[src/rtl/ex_stage_if.sv]
// Decode-to-execute bus for ex_stage: operation, operands and destination in,
// ALU result, HI/LO write-back and pipeline stall request out.
interface ex_stage_if;
    logic [7:0]  aluop_i;
    logic [2:0]  alusel_i;
    logic [31:0] reg1_i;
    logic [31:0] reg2_i;
    logic [4:0]  wd_i;
    logic        wreg_i;
    logic        annul_i;
    logic [4:0]  wd_o;
    logic        wreg_o;
    logic [31:0] wdata_o;
    logic [31:0] hi_o;
    logic [31:0] lo_o;
    logic        whilo_o;
    logic        stallreq_o;

    modport slave (
        input  aluop_i, alusel_i, reg1_i, reg2_i, wd_i, wreg_i, annul_i,
        output wd_o, wreg_o, wdata_o, hi_o, lo_o, whilo_o, stallreq_o
    );

    modport master (
        output aluop_i, alusel_i, reg1_i, reg2_i, wd_i, wreg_i, annul_i,
        input  wd_o, wreg_o, wdata_o, hi_o, lo_o, whilo_o, stallreq_o
    );
endinterface

[src/rtl/ex_stage.sv]
// Execute stage: combinational logic/shift ALU plus an optional multi-cycle
// restoring divider, enabled by defining DIV_EN.
module ex_stage #(
    parameter int DIV_CYCLES = 32
) (
    input  logic       clk,
    input  logic       rst,
    ex_stage_if.slave  bus
);
    localparam logic [7:0] EXE_NOP_OP  = 8'b0000_0000;
    localparam logic [7:0] EXE_AND_OP  = 8'b0010_0100;
    localparam logic [7:0] EXE_OR_OP   = 8'b0010_0101;
    localparam logic [7:0] EXE_XOR_OP  = 8'b0010_0110;
    localparam logic [7:0] EXE_NOR_OP  = 8'b0010_0111;
    localparam logic [7:0] EXE_SLL_OP  = 8'b0111_1100;
    localparam logic [7:0] EXE_SRL_OP  = 8'b0000_0010;
    localparam logic [7:0] EXE_SRA_OP  = 8'b0000_0011;
    localparam logic [7:0] EXE_DIV_OP  = 8'b0001_1010;
    localparam logic [7:0] EXE_DIVU_OP = 8'b0001_1011;
    localparam logic [2:0] EXE_RES_NOP   = 3'b000;
    localparam logic [2:0] EXE_RES_LOGIC = 3'b001;
    localparam logic [2:0] EXE_RES_SHIFT = 3'b010;

    logic        is_div_s;
    logic [31:0] alu_res_s;

    assign is_div_s    = (bus.aluop_i == EXE_DIV_OP) || (bus.aluop_i == EXE_DIVU_OP);
    assign bus.wd_o    = bus.wd_i;
    assign bus.wreg_o  = bus.wreg_i;
    assign bus.wdata_o = (rst && !is_div_s) ? alu_res_s : 32'h0000_0000;

    // Logic and shift result selection; anything unrecognised yields zero
    always_comb begin
        alu_res_s = 32'h0000_0000;
        case (bus.alusel_i)
            EXE_RES_LOGIC: begin
                case (bus.aluop_i)
                    EXE_OR_OP:  alu_res_s = bus.reg1_i | bus.reg2_i;
                    EXE_AND_OP: alu_res_s = bus.reg1_i & bus.reg2_i;
                    EXE_XOR_OP: alu_res_s = bus.reg1_i ^ bus.reg2_i;
                    EXE_NOR_OP: alu_res_s = ~(bus.reg1_i | bus.reg2_i);
                    default:    alu_res_s = 32'h0000_0000;
                endcase
            end
            EXE_RES_SHIFT: begin
                case (bus.aluop_i)
                    EXE_SLL_OP: alu_res_s = bus.reg2_i << bus.reg1_i[4:0];
                    EXE_SRL_OP: alu_res_s = bus.reg2_i >> bus.reg1_i[4:0];
                    EXE_SRA_OP: alu_res_s = 32'($signed(bus.reg2_i) >>> bus.reg1_i[4:0]);
                    default:    alu_res_s = 32'h0000_0000;
                endcase
            end
            EXE_RES_NOP: alu_res_s = 32'h0000_0000;
            default:     alu_res_s = 32'h0000_0000;
        endcase
    end

`ifdef DIV_EN
    typedef enum logic [1:0] {
        DIV_IDLE = 2'd0,
        DIV_ZERO = 2'd1,
        DIV_ON   = 2'd2,
        DIV_END  = 2'd3
    } div_state_e;

    div_state_e  state_q, state_d;
    logic [5:0]  cnt_q, cnt_d;
    logic [31:0] divisor_q, divisor_d;
    logic [31:0] rem_q, rem_d;
    logic [31:0] quo_q, quo_d;
    logic [31:0] hi_q, hi_d;
    logic [31:0] lo_q, lo_d;
    logic        neg_quo_q, neg_quo_d;
    logic        neg_rem_q, neg_rem_d;
    logic        is_signed_s;
    logic [31:0] abs_a_s, abs_b_s;
    logic [32:0] partial_s, trial_s;
    logic [31:0] step_rem_s, step_quo_s;

    assign is_signed_s = (bus.aluop_i == EXE_DIV_OP);
    assign abs_a_s = (is_signed_s && bus.reg1_i[31]) ? (32'h0000_0000 - bus.reg1_i) : bus.reg1_i;
    assign abs_b_s = (is_signed_s && bus.reg2_i[31]) ? (32'h0000_0000 - bus.reg2_i) : bus.reg2_i;

    // Quotient register doubles as the dividend shifter: its MSB feeds the remainder each step
    assign partial_s  = {rem_q, quo_q[31]};
    assign trial_s    = partial_s - {1'b0, divisor_q};
    assign step_rem_s = trial_s[32] ? partial_s[31:0] : trial_s[31:0];
    assign step_quo_s = {quo_q[30:0], ~trial_s[32]};

    // Divider state and result registers
    always_ff @(posedge clk or negedge rst) begin
        if (!rst) begin
            state_q   <= DIV_IDLE;
            cnt_q     <= 6'd0;
            divisor_q <= 32'h0000_0000;
            rem_q     <= 32'h0000_0000;
            quo_q     <= 32'h0000_0000;
            hi_q      <= 32'h0000_0000;
            lo_q      <= 32'h0000_0000;
            neg_quo_q <= 1'b0;
            neg_rem_q <= 1'b0;
        end else begin
            state_q   <= state_d;
            cnt_q     <= cnt_d;
            divisor_q <= divisor_d;
            rem_q     <= rem_d;
            quo_q     <= quo_d;
            hi_q      <= hi_d;
            lo_q      <= lo_d;
            neg_quo_q <= neg_quo_d;
            neg_rem_q <= neg_rem_d;
        end
    end

    // Divider next-state and datapath control
    always_comb begin
        state_d   = state_q;
        cnt_d     = cnt_q;
        divisor_d = divisor_q;
        rem_d     = rem_q;
        quo_d     = quo_q;
        hi_d      = hi_q;
        lo_d      = lo_q;
        neg_quo_d = neg_quo_q;
        neg_rem_d = neg_rem_q;
        if (bus.annul_i) begin
            state_d = DIV_IDLE;
        end else begin
            case (state_q)
                DIV_IDLE: begin
                    if (is_div_s) begin
                        if (bus.reg2_i == 32'h0000_0000) begin
                            state_d = DIV_ZERO;
                        end else begin
                            divisor_d = abs_b_s;
                            quo_d     = abs_a_s;
                            rem_d     = 32'h0000_0000;
                            cnt_d     = 6'd0;
                            neg_quo_d = is_signed_s & (bus.reg1_i[31] ^ bus.reg2_i[31]);
                            neg_rem_d = is_signed_s & bus.reg1_i[31];
                            state_d   = DIV_ON;
                        end
                    end else begin
                        state_d = DIV_IDLE;
                    end
                end
                DIV_ZERO: begin
                    hi_d    = 32'h0000_0000;
                    lo_d    = 32'h0000_0000;
                    state_d = DIV_END;
                end
                DIV_ON: begin
                    rem_d = step_rem_s;
                    quo_d = step_quo_s;
                    cnt_d = cnt_q + 6'd1;
                    if (cnt_q == 6'(DIV_CYCLES - 1)) begin
                        hi_d    = neg_rem_q ? (32'h0000_0000 - step_rem_s) : step_rem_s;
                        lo_d    = neg_quo_q ? (32'h0000_0000 - step_quo_s) : step_quo_s;
                        state_d = DIV_END;
                    end else begin
                        state_d = DIV_ON;
                    end
                end
                DIV_END: state_d = DIV_IDLE;
                default: state_d = DIV_IDLE;
            endcase
        end
    end

    assign bus.hi_o       = hi_q;
    assign bus.lo_o       = lo_q;
    assign bus.whilo_o    = (state_q == DIV_END) && !bus.annul_i;
    assign bus.stallreq_o = rst && is_div_s && (state_q != DIV_END) && !bus.annul_i;
`else
    logic div_unused_s;

    assign div_unused_s   = clk ^ bus.annul_i;
    assign bus.hi_o       = 32'h0000_0000;
    assign bus.lo_o       = 32'h0000_0000;
    assign bus.whilo_o    = 1'b0;
    assign bus.stallreq_o = 1'b0;
`endif
endmodule

[src/flat_wrapper.sv]
// flat-port wrapper written by rule: the top's interface ports become plain ports
module ex_stage_flat 
#(
    parameter int DIV_CYCLES = 32
)
  (clk, rst, bus_aluop_i, bus_alusel_i, bus_reg1_i, bus_reg2_i, bus_wd_i, bus_wreg_i, bus_annul_i, bus_wd_o, bus_wreg_o, bus_wdata_o, bus_hi_o, bus_lo_o, bus_whilo_o, bus_stallreq_o);
  ex_stage_if bus_i ();
  input  logic clk;
  input  logic rst;
  input wire logic [$bits(bus_i.aluop_i)-1:0] bus_aluop_i;
  input wire logic [$bits(bus_i.alusel_i)-1:0] bus_alusel_i;
  input wire logic [$bits(bus_i.reg1_i)-1:0] bus_reg1_i;
  input wire logic [$bits(bus_i.reg2_i)-1:0] bus_reg2_i;
  input wire logic [$bits(bus_i.wd_i)-1:0] bus_wd_i;
  input wire logic [$bits(bus_i.wreg_i)-1:0] bus_wreg_i;
  input wire logic [$bits(bus_i.annul_i)-1:0] bus_annul_i;
  output wire logic [$bits(bus_i.wd_o)-1:0] bus_wd_o;
  output wire logic [$bits(bus_i.wreg_o)-1:0] bus_wreg_o;
  output wire logic [$bits(bus_i.wdata_o)-1:0] bus_wdata_o;
  output wire logic [$bits(bus_i.hi_o)-1:0] bus_hi_o;
  output wire logic [$bits(bus_i.lo_o)-1:0] bus_lo_o;
  output wire logic [$bits(bus_i.whilo_o)-1:0] bus_whilo_o;
  output wire logic [$bits(bus_i.stallreq_o)-1:0] bus_stallreq_o;
  assign bus_i.aluop_i = bus_aluop_i;
  assign bus_i.alusel_i = bus_alusel_i;
  assign bus_i.reg1_i = bus_reg1_i;
  assign bus_i.reg2_i = bus_reg2_i;
  assign bus_i.wd_i = bus_wd_i;
  assign bus_i.wreg_i = bus_wreg_i;
  assign bus_i.annul_i = bus_annul_i;
  assign bus_wd_o = bus_i.wd_o;
  assign bus_wreg_o = bus_i.wreg_o;
  assign bus_wdata_o = bus_i.wdata_o;
  assign bus_hi_o = bus_i.hi_o;
  assign bus_lo_o = bus_i.lo_o;
  assign bus_whilo_o = bus_i.whilo_o;
  assign bus_stallreq_o = bus_i.stallreq_o;
  ex_stage #(.DIV_CYCLES(DIV_CYCLES)) u_core (.clk(clk), .rst(rst), .bus(bus_i));
endmodule
[config.mk]
export PLATFORM = sky130hd
export DESIGN_NAME = ex_stage_flat
export DESIGN_NICKNAME = d
export VERILOG_FILES = /design/src/rtl/ex_stage_if.sv /design/src/rtl/ex_stage.sv /design/src/flat_wrapper.sv
export SDC_FILE = /design/constraint.sdc
export NUM_CORES = 1
export LEC_CHECK = 0
export BUFFER_PORTS_ARGS = -buffer_cell sky130_fd_sc_hd__buf_2
export CAP_MARGIN = 20
export CELL_PAD_IN_SITES_DETAIL_PLACEMENT = 1
export CELL_PAD_IN_SITES_GLOBAL_PLACEMENT = 1
export CORE_UTILIZATION = 36
export DETAILED_ROUTE_END_ITERATION = 8
export GPL_TIMING_DRIVEN = 0
export PLACE_DENSITY_LB_ADDON = 0.08
export SLEW_MARGIN = 20
export SYNTH_ARGS = -nofsm -noshare
export SYNTH_HDL_FRONTEND = slang
export SYNTH_SLANG_ARGS = --single-unit
export TNS_END_PERCENT = 100
[constraint.sdc]
create_clock -name vclk -period 2.4
set_input_delay 0.36 -clock vclk [all_inputs]
set_output_delay 0.36 -clock vclk [all_outputs]
set_load 0.02 [all_outputs]
### After elaboration in Yosys (flattened, before gate mapping)

Cells that the tools add are included.

* register bits after elaboration: 0
* input port bits: 84
* output and inout port bits: 104
* word-level logic and storage cells: 25

* equality and inequality tests: 11
* shifts and indexed selects: 3
* mux-type cells: 4
* bitwise operators: 4
* reduce and logical (&&, ||, !) cells: 3

Operator list (count)
* case mux 32 bit (4 select lines): 1
* case mux 32 bit (3 select lines): 1
* case mux 32 bit (2 select lines): 1
* bitwise AND 32 bit: 1
* equality test 8 x 6 -> 1 bit, second input constant: 4
* 2-to-1 mux 32 bit: 1
* NOT 32 bit: 1
* bitwise OR 32 bit: 1
* left shift 32 x 5 -> 32 bit: 1
* right shift 32 x 5 -> 32 bit: 1
* >>> shifter 32 x 5 -> 32 bit: 1
* XOR 32 bit: 1
* equality test 8 x 2 -> 1 bit, second input constant: 2
* equality test 8 x 5 -> 1 bit, second input constant: 2
* equality test 8 x 7 -> 1 bit, second input constant: 1
* equality test 3 x 1 -> 1 bit, second input constant: 1
* equality test 3 x 2 -> 1 bit, second input constant: 1
* logical AND 1 bit: 1
* zero test 1 bit: 1
* logical OR 1 bit: 1

### Longest topological paths before layout

Gate-level depths: netlist of run 1.

* word-level depth: 5
* mapped depth: 11
* gate-level depth less buffers: 8

### Worst setup path before layout of run 1

No wires, ideal clock.

* path kind: input port to output port
* start point: input bus_reg1_i[1]
* end point: output bus_wdata_o[29]
* arrival: 2.331 ns
* data required time: 2.040 ns
* slack: -0.291 ns
* cell stages on the path: 9
* buffers on the path: 4
* cells stage by stage: buf_2 buf_2 buf_4 buf_4 mux4_2 nor2_1 a21oi_1 a21oi_1 o311ai_0

* word-level cells in the longest chain between the ends: 4
* elaborated cells on any way between the ends: 6
* classes of those cells: 3 x shift; 3 x mux

Ends and longest elaborated chain
* start: declaration: RTL line flat_wrapper.sv:12 `input wire logic [$bits(bus_i.reg1_i)-1:0] bus_reg1_i;`
* >>> shifter 32 x 5 -> 32 bit (tied with other cells): RTL line ex_stage.sv:49 `EXE_SRA_OP: alu_res_s = 32'($signed(bus.reg2_i) >>> bus.reg1_i[4:0]);`
* case mux 32 bit (3 select lines) *: RTL line ex_stage.sv:46 `case (bus.aluop_i)`
* case mux 32 bit (2 select lines) *: RTL line ex_stage.sv:35 `case (bus.alusel_i)`
* 2-to-1 mux 32 bit *: RTL line ex_stage.sv:30 `assign bus.wdata_o = (rst && !is_div_s) ? alu_res_s : 32'h0000_0000;`
* end: declaration: RTL line flat_wrapper.sv:19 `output wire logic [$bits(bus_i.wdata_o)-1:0] bus_wdata_o;`

Every way passes the cells marked *; elsewhere a longest branch is shown, timed or not.

### Final worst setup path of run 1

* start point: input bus_reg1_i[0]
* end point: output bus_wdata_o[3]

The elaborated chain is that of the path after synthesis.

==> reports/qor.txt, run 1 <==
WORST SETUP PATH
-------------------------------------------------------------------------------------
Worst Setup Path Type                                                    input port to output port
Crit path arrival time                                                        2520 ps
CP max-delay cell                                                              mux4_2
Largest stage delay on the critical path                                       630 ps
Top cell by count, worst path                                                  buf_12
Critical path capture point type                                          output port
Highest fanout seen on the critical path                                            7
Crit. Startpoint                                                         bus_reg1_i[0]
Crit path launch type                                                      input port
Series of cell instances along the critical path                         buf_12, buf_12, buf_12, buf_16, mux4_2, buf_6, nor2_2, nor3_2, o21ai_2, nand2_1, a31o_2, buf_2
Worst path required time                                                      2040 ps

DIE
-------------------------------------------------------------------------------------
Die width                                                                      140 µm
Area enclosed by the die boundary                                          0.0195 mm²
Initial core utilization                                                        37.3%
Number of rows created at floorplan                                                49
Core Box Area                                                              0.0183 mm²
Die outline height                                                             140 µm
Count of boundary I/O pins                                                        188

PWR
-------------------------------------------------------------------------------------
Clock network fraction of design power                                             0%
Switching power as a share of total power                                       59.4%
Maximum resistive drop on vdd                                              0.000109 V
Relative contribution of sequential cells to total power                           0%
Leakage power summed over all cells                                           4.50 nW
Total internal power                                                         0.790 mW
Power density over the cells                                               197 mW/mm²
Logic gate share of total power                                                100.0%
Pwr Total                                                                     1.95 mW
Reported net switching power                                                  1.16 mW

PLACED DESIGN
-------------------------------------------------------------------------------------
Count of placed standard cells including taps                                    1320
Area of placed instances                                                  0.00809 mm²
DP Worst Slack                                                               -1190 ps
Gpl congestion                                                                   1.08
HPWL reported at the end of detailed placement                               29100 µm
Count of input and output buffers                                                 113

DRT
-------------------------------------------------------------------------------------
Average wire per standard cell                                                27.7 µm
Remaining number of nets flagged by the antenna check after routing                 0
Aggregate routed wire length                                                 38400 µm
Number of detailed-routing iterations run before antenna repair                     5
Drt drc                                                                             0
Via-to-Cell Ratio                                                                6.31
Via count                                                                        8740
1st-iter DRT viols                                                                979

RUN STATUS
-------------------------------------------------------------------------------------
Violations in the final reports                                          negative setup slack
Result of the run                                                        finished with violations

LAYOUT
-------------------------------------------------------------------------------------
Final Cell Area                                                           0.00986 mm²
Count of flip-flops and latches                                                     0
Most frequent standard cell in the layout excluding fill and tap cells          buf_4
Total of fill cells in the finished design                                       2236
Area added between synthesis and finish                                         44.7%
Leading cell types in the layout, fill and taps excluded                 buf_4, buf_2, inv_1, nand2_1
Area occupied by registers                                                      0 µm²
Number of cells in the finished layout apart from fillers                        1386
Post-layout net count                                                            1309
Area of the multi-input gates                                             0.00665 mm²
Number of clock buffers in the layout                                               0
Final antenna diode count                                                           0
Layout cell share with drive strength beyond 1                                  46.8%

TIMING
-------------------------------------------------------------------------------------
Worst-case setup margin in the final layout                                   -477 ps
Unrepaired setup endpoints after global routing                                   yes
Max-slew violation count                                                            0
Rel. slew slack                                                                 48.7%
Setup Viol. Count Final                                                            32
Total Negative Setup Slacks                                                 -11280 ps
Tightest Pin Transition                                                        770 ps
Final period utilization                                                         120%
Fin crit period                                                               2880 ps
Highest attainable clock frequency                                            348 MHz
Hold violation total from the final report                                          0

GLOBAL ROUTE
-------------------------------------------------------------------------------------
Antenna violations before repair                                                    2
Vias in the first global route                                                   8438
Global Route Usage Sum                                                          38.1%
Final global-route overflow total                                                   0
Wire length of the first global-routing pass                                 55100 µm
Maximum number of pins on one net before global-route repair                       12

SYNTHESIS
-------------------------------------------------------------------------------------
Instance count of the mapped netlist                                              913
Proportion of synthesized chip area in sequential cells                            0%
Synth Cell Area                                                           0.00681 mm²
Synth unique cells                                                                 75
Synthesized area per cell                                                    7.46 µm²
Total number of yosys warnings                                                      0

CLOCK NETWORK
-------------------------------------------------------------------------------------
Hold Buf Count CTS                                                                  0

FLOW RUN
-------------------------------------------------------------------------------------
Max-cap violations                                                                  0

WORST HOLD PATH
-------------------------------------------------------------------------------------
Worst min-delay path class                                               input port to output port
Beginning of the worst hold path                                           bus_wreg_i

==> through the flow <==
step	hold WS [ps]	utilization [%]
after CTS	939	52.0
after global placement	938	44.3
after detailed placement	938	44.3
after floorplan	833	-
final	938	53.9
after global routing	941	53.9
==> final timing paths <==
| path | endpoint | slack, ps | cells past startpoint |
|---|---|---|---|
| worst min-delay path | bus_wreg_o | 940 | 2 |
| worst max-delay path | bus_wdata_o[3] | -480 | 12 |
==> layer usage <==
| metal | share of wire, % | up-vias | global-route usage, % |
|---|---|---|---|
| met3 | 10 | 124 | 6.13 |
| met1 | 40 | 4289 | 49.9 |
| li1 | - | 3711 | - |
| met5 | 0.065 | - | 0 |
| met4 | 5.2 | 2 | 16.4 |
| met2 | 45 | 614 | 61.9 |
==> cells in the mapped netlist, types with 6 or more instances <==
| master | number | share of area, % |
|---|---|---|
| a211oi_1 | 9 | 0.99 |
| a21oi_1 | 61 | 4.5 |
| a22o_1 | 6 | 0.77 |
| a31oi_1 | 10 | 0.92 |
| buf_1 | 10 | 0.55 |
| buf_2 | 14 | 1.0 |
| buf_4 | 75 | 8.3 |
| clkbuf_1 | 38 | 2.1 |
| ha_1 | 66 | 12 |
| inv_1 | 85 | 4.7 |
| mux2_2 | 20 | 3.3 |
| mux2i_1 | 38 | 5.6 |
| mux4_1 | 15 | 5.8 |
| mux4_2 | 44 | 15 |
| nand2_1 | 84 | 4.6 |
| nand2b_1 | 8 | 0.74 |
| nand3_1 | 14 | 1.0 |
| nor2_1 | 78 | 4.3 |
| nor3_1 | 11 | 0.81 |
| o211ai_1 | 10 | 1.1 |
| o21ai_0 | 82 | 6.0 |
| o221ai_1 | 7 | 0.90 |
| o22ai_1 | 17 | 1.6 |
| o32ai_1 | 7 | 0.90 |
==> timing repair <==
item                                    CTS  global route
cloned                                    4             1
gates resized for setup                 287            76
endpoints found under the setup margin   32            32
setup buffers                            51            12
pin swaps                                53            29
==> logic make-up (layout without fill, tap and decap cells) <==
family,count (synthesis),count (layout),share of synthesized area (%)
muxes,118,118,29.5
and+or+nand+nor,230,230,15.4
adders and majority gates,66,66,12.1
buffers and inverters,232,411,18.0
other,1,66,0.0551
AOI/OAI and AO/OA,266,266,25.0
==> power groups by stage <==
stage	Sequential, mW	Combinational [mW]	Clock, mW
6_report	0	1.95	0
5_1_grt	0	2.03	0
4_1_cts	0	1.78	0
3_5_place_dp	0	1.51	0
3_3_place_gp	0	1.50	0
2_1_floorplan	0	0.985	0
==> layout make-up <==
type | count | share of cell area, %
buffer | 141 | 11.8
inverter | 89 | 3.57
multi-input combinational | 746 | 67.4
tap | 229 | 2.91
timing repair buffer | 181 | 14.3
==> worst max-delay path: cells and delay by family <==
family | cells | cell delay (ps)
buffers and inverters | 6 | 790
and+or+nand+nor | 3 | 280
AOI/OAI and AO/OA | 2 | 440
muxes | 1 | 630
(Power assumes the default switching activity.)
==> run 2: changes to the inputs <==
- CORE_ASPECT_RATIO: not set -> 0.75
- CORE_UTILIZATION: 36 -> 40
- clock period: 2.4 -> 3.3 ns (I/O delays scaled with it)
==> reports/qor.txt, run 2 (synthesis gave the netlist of run 1 again) <==
WORST SETUP PATH
-------------------------------------------------------------------------------------
Crit path arrival time                                                        2850 ps
Critical path capture point type                                          output port
Top cell by count, worst path                                                   buf_2
Worst path required time                                                      2800 ps
CP max-delay cell                                                               buf_2
Largest stage delay on the critical path                                       340 ps
Crit path launch type                                                      input port
Count of buffer and inverter cells on the critical path                             5
Worst Setup Path Type                                                    input port to output port
Highest fanout seen on the critical path                                           10
Cell family with most CP delay                                           buffers and inverters
Series of cell instances along the critical path                         buf_2, buf_2, buf_2, clkbuf_4, nand2_1, o21ai_0, nand2_1, o21ai_1, a22o_1, buf_2

CLOCK NETWORK
-------------------------------------------------------------------------------------
Hold Buf Count CTS                                                                  0

DRT
-------------------------------------------------------------------------------------
Remaining number of nets flagged by the antenna check after routing                 0
Via count                                                                        8805
Average wire per standard cell                                                29.7 µm
Aggregate routed wire length                                                 38900 µm
Drt drc                                                                             4
Number of detailed-routing iterations run before antenna repair                     9
1st-iter DRT viols                                                               1315
Via-to-Cell Ratio                                                                6.72

RUN STATUS
-------------------------------------------------------------------------------------
Violations in the final reports                                          design-rule violations, negative setup slack
Result of the run                                                        finished with violations

PWR
-------------------------------------------------------------------------------------
Leakage power summed over all cells                                           3.96 nW
Maximum resistive drop on vdd                                             0.0000856 V
Pwr Total                                                                     1.25 mW
Power density over the cells                                               150 mW/mm²

TIMING
-------------------------------------------------------------------------------------
Unrepaired setup endpoints after global routing                                   yes
Highest attainable clock frequency                                            299 MHz
Max-slew violation count                                                            0
Rel. slew slack                                                                 42.2%
Tightest Pin Transition                                                        863 ps
Worst hold margin                                                             1210 ps
Worst-case setup margin in the final layout                                  -48.5 ps
Final period utilization                                                         101%
Hold violation total from the final report                                          0
Fin crit period                                                               3350 ps
Setup Viol. Count Final                                                             5

FLOW RUN
-------------------------------------------------------------------------------------
Max-cap violations                                                                  0

GLOBAL ROUTE
-------------------------------------------------------------------------------------
Final global-route overflow total                                                   0
Vias in the first global route                                                   8488
Global Route Usage Sum                                                          43.2%
Wire length of the first global-routing pass                                 56100 µm
Maximum number of pins on one net before global-route repair                       12
Antenna violations before repair                                                    1

LAYOUT
-------------------------------------------------------------------------------------
Area added between synthesis and finish                                         22.3%
Post-layout net count                                                            1253
Leading cell types in the layout, fill and taps excluded                 buf_2, buf_4, inv_1, nand2_1, nor2_1
Area occupied by registers                                                      0 µm²
Layout cell share with drive strength beyond 1                                  34.5%
Most frequent standard cell in the layout excluding fill and tap cells          buf_2
Final antenna diode count                                                           0
Number of clock buffers in the layout                                               0
Count of flip-flops and latches                                                     0

DIE
-------------------------------------------------------------------------------------
Area enclosed by the die boundary                                          0.0176 mm²
Die outline height                                                             115 µm
Die width                                                                      153 µm
Number of rows created at floorplan                                                40
Count of boundary I/O pins                                                        188
Initial core utilization                                                        41.7%
Core Box Area                                                              0.0163 mm²

PLACED DESIGN
-------------------------------------------------------------------------------------
Gpl congestion                                                                   1.04
Count of input and output buffers                                                 113
HPWL reported at the end of detailed placement                               30900 µm

WORST HOLD PATH
-------------------------------------------------------------------------------------
Worst min-delay path class                                               input port to output port

==> run 2: cell types whose count changed in the layout (fill, tap and decap cells not counted), sizes merged <==
cell    before  now
buf        288  228
clkbuf      34   38
==> run 2: worst paths after layout <==
kind | startpoint | endpoint | depth (start not counted)
worst max-delay path | bus_aluop_i[0] | bus_wdata_o[8] | 10
worst min-delay path | bus_wd_i[0] | bus_wd_o[0] | 2
==> run 2: timing repair <==
action / CTS / global route
gates cloned: 0 / 1
setup endpoints to repair: 32 / 31
setup buffers: 1 / 10
pin swaps: 2 / 6
gates resized for setup: 70 / 64
hold endpoints to repair: 0 / 0
==> run 2: metrics by stage <==
step	area (µm²)	util, %	cells	worst slack, ps	setup TNS, ps
2_1_floorplan	7050	-	978	339	0
3_3_place_gp	7880	48.3	1301	-1030	-16290
3_5_place_dp	7900	48.4	1302	-640	-14170
4_1_cts	8120	49.7	1302	-9.48	-10.9
5_1_grt	8330	51.0	1311	-42.3	-111
6_report	8330	51.0	1311	-48.5	-161
==> run 2: routing by layer <==
| metal | up-vias | track usage [%] | share of wire (%) |
|---|---|---|---|
| li1 | 3607 | - | - |
| met1 | 4230 | 56.5 | 38 |
| met2 | 836 | 67.0 | 41 |
| met3 | 132 | 15.3 | 17 |
| met4 | 0 | 13.0 | 4.5 |
| met5 | - | 0 | 0 |
==> run 2: power breakdown <==
part | internal [mW] | total, mW | switching (mW) | leakage (nW)
registers | 0 | 0 | 0 | 0
clock network | 0 | 0 | 0 | 0
logic | 0.448 | 1.25 | 0.803 | 3.96
total | 0.448 | 1.25 | 0.803 | 3.96
==> run 2: final cells by class <==
type | count | area [µm²]
plain buffers | 140 | 982
fillers | 2113 | 7990
inverters | 89 | 339
multi-input cells | 746 | 6060
well taps | 210 | 263
repair buffers | 126 | 683
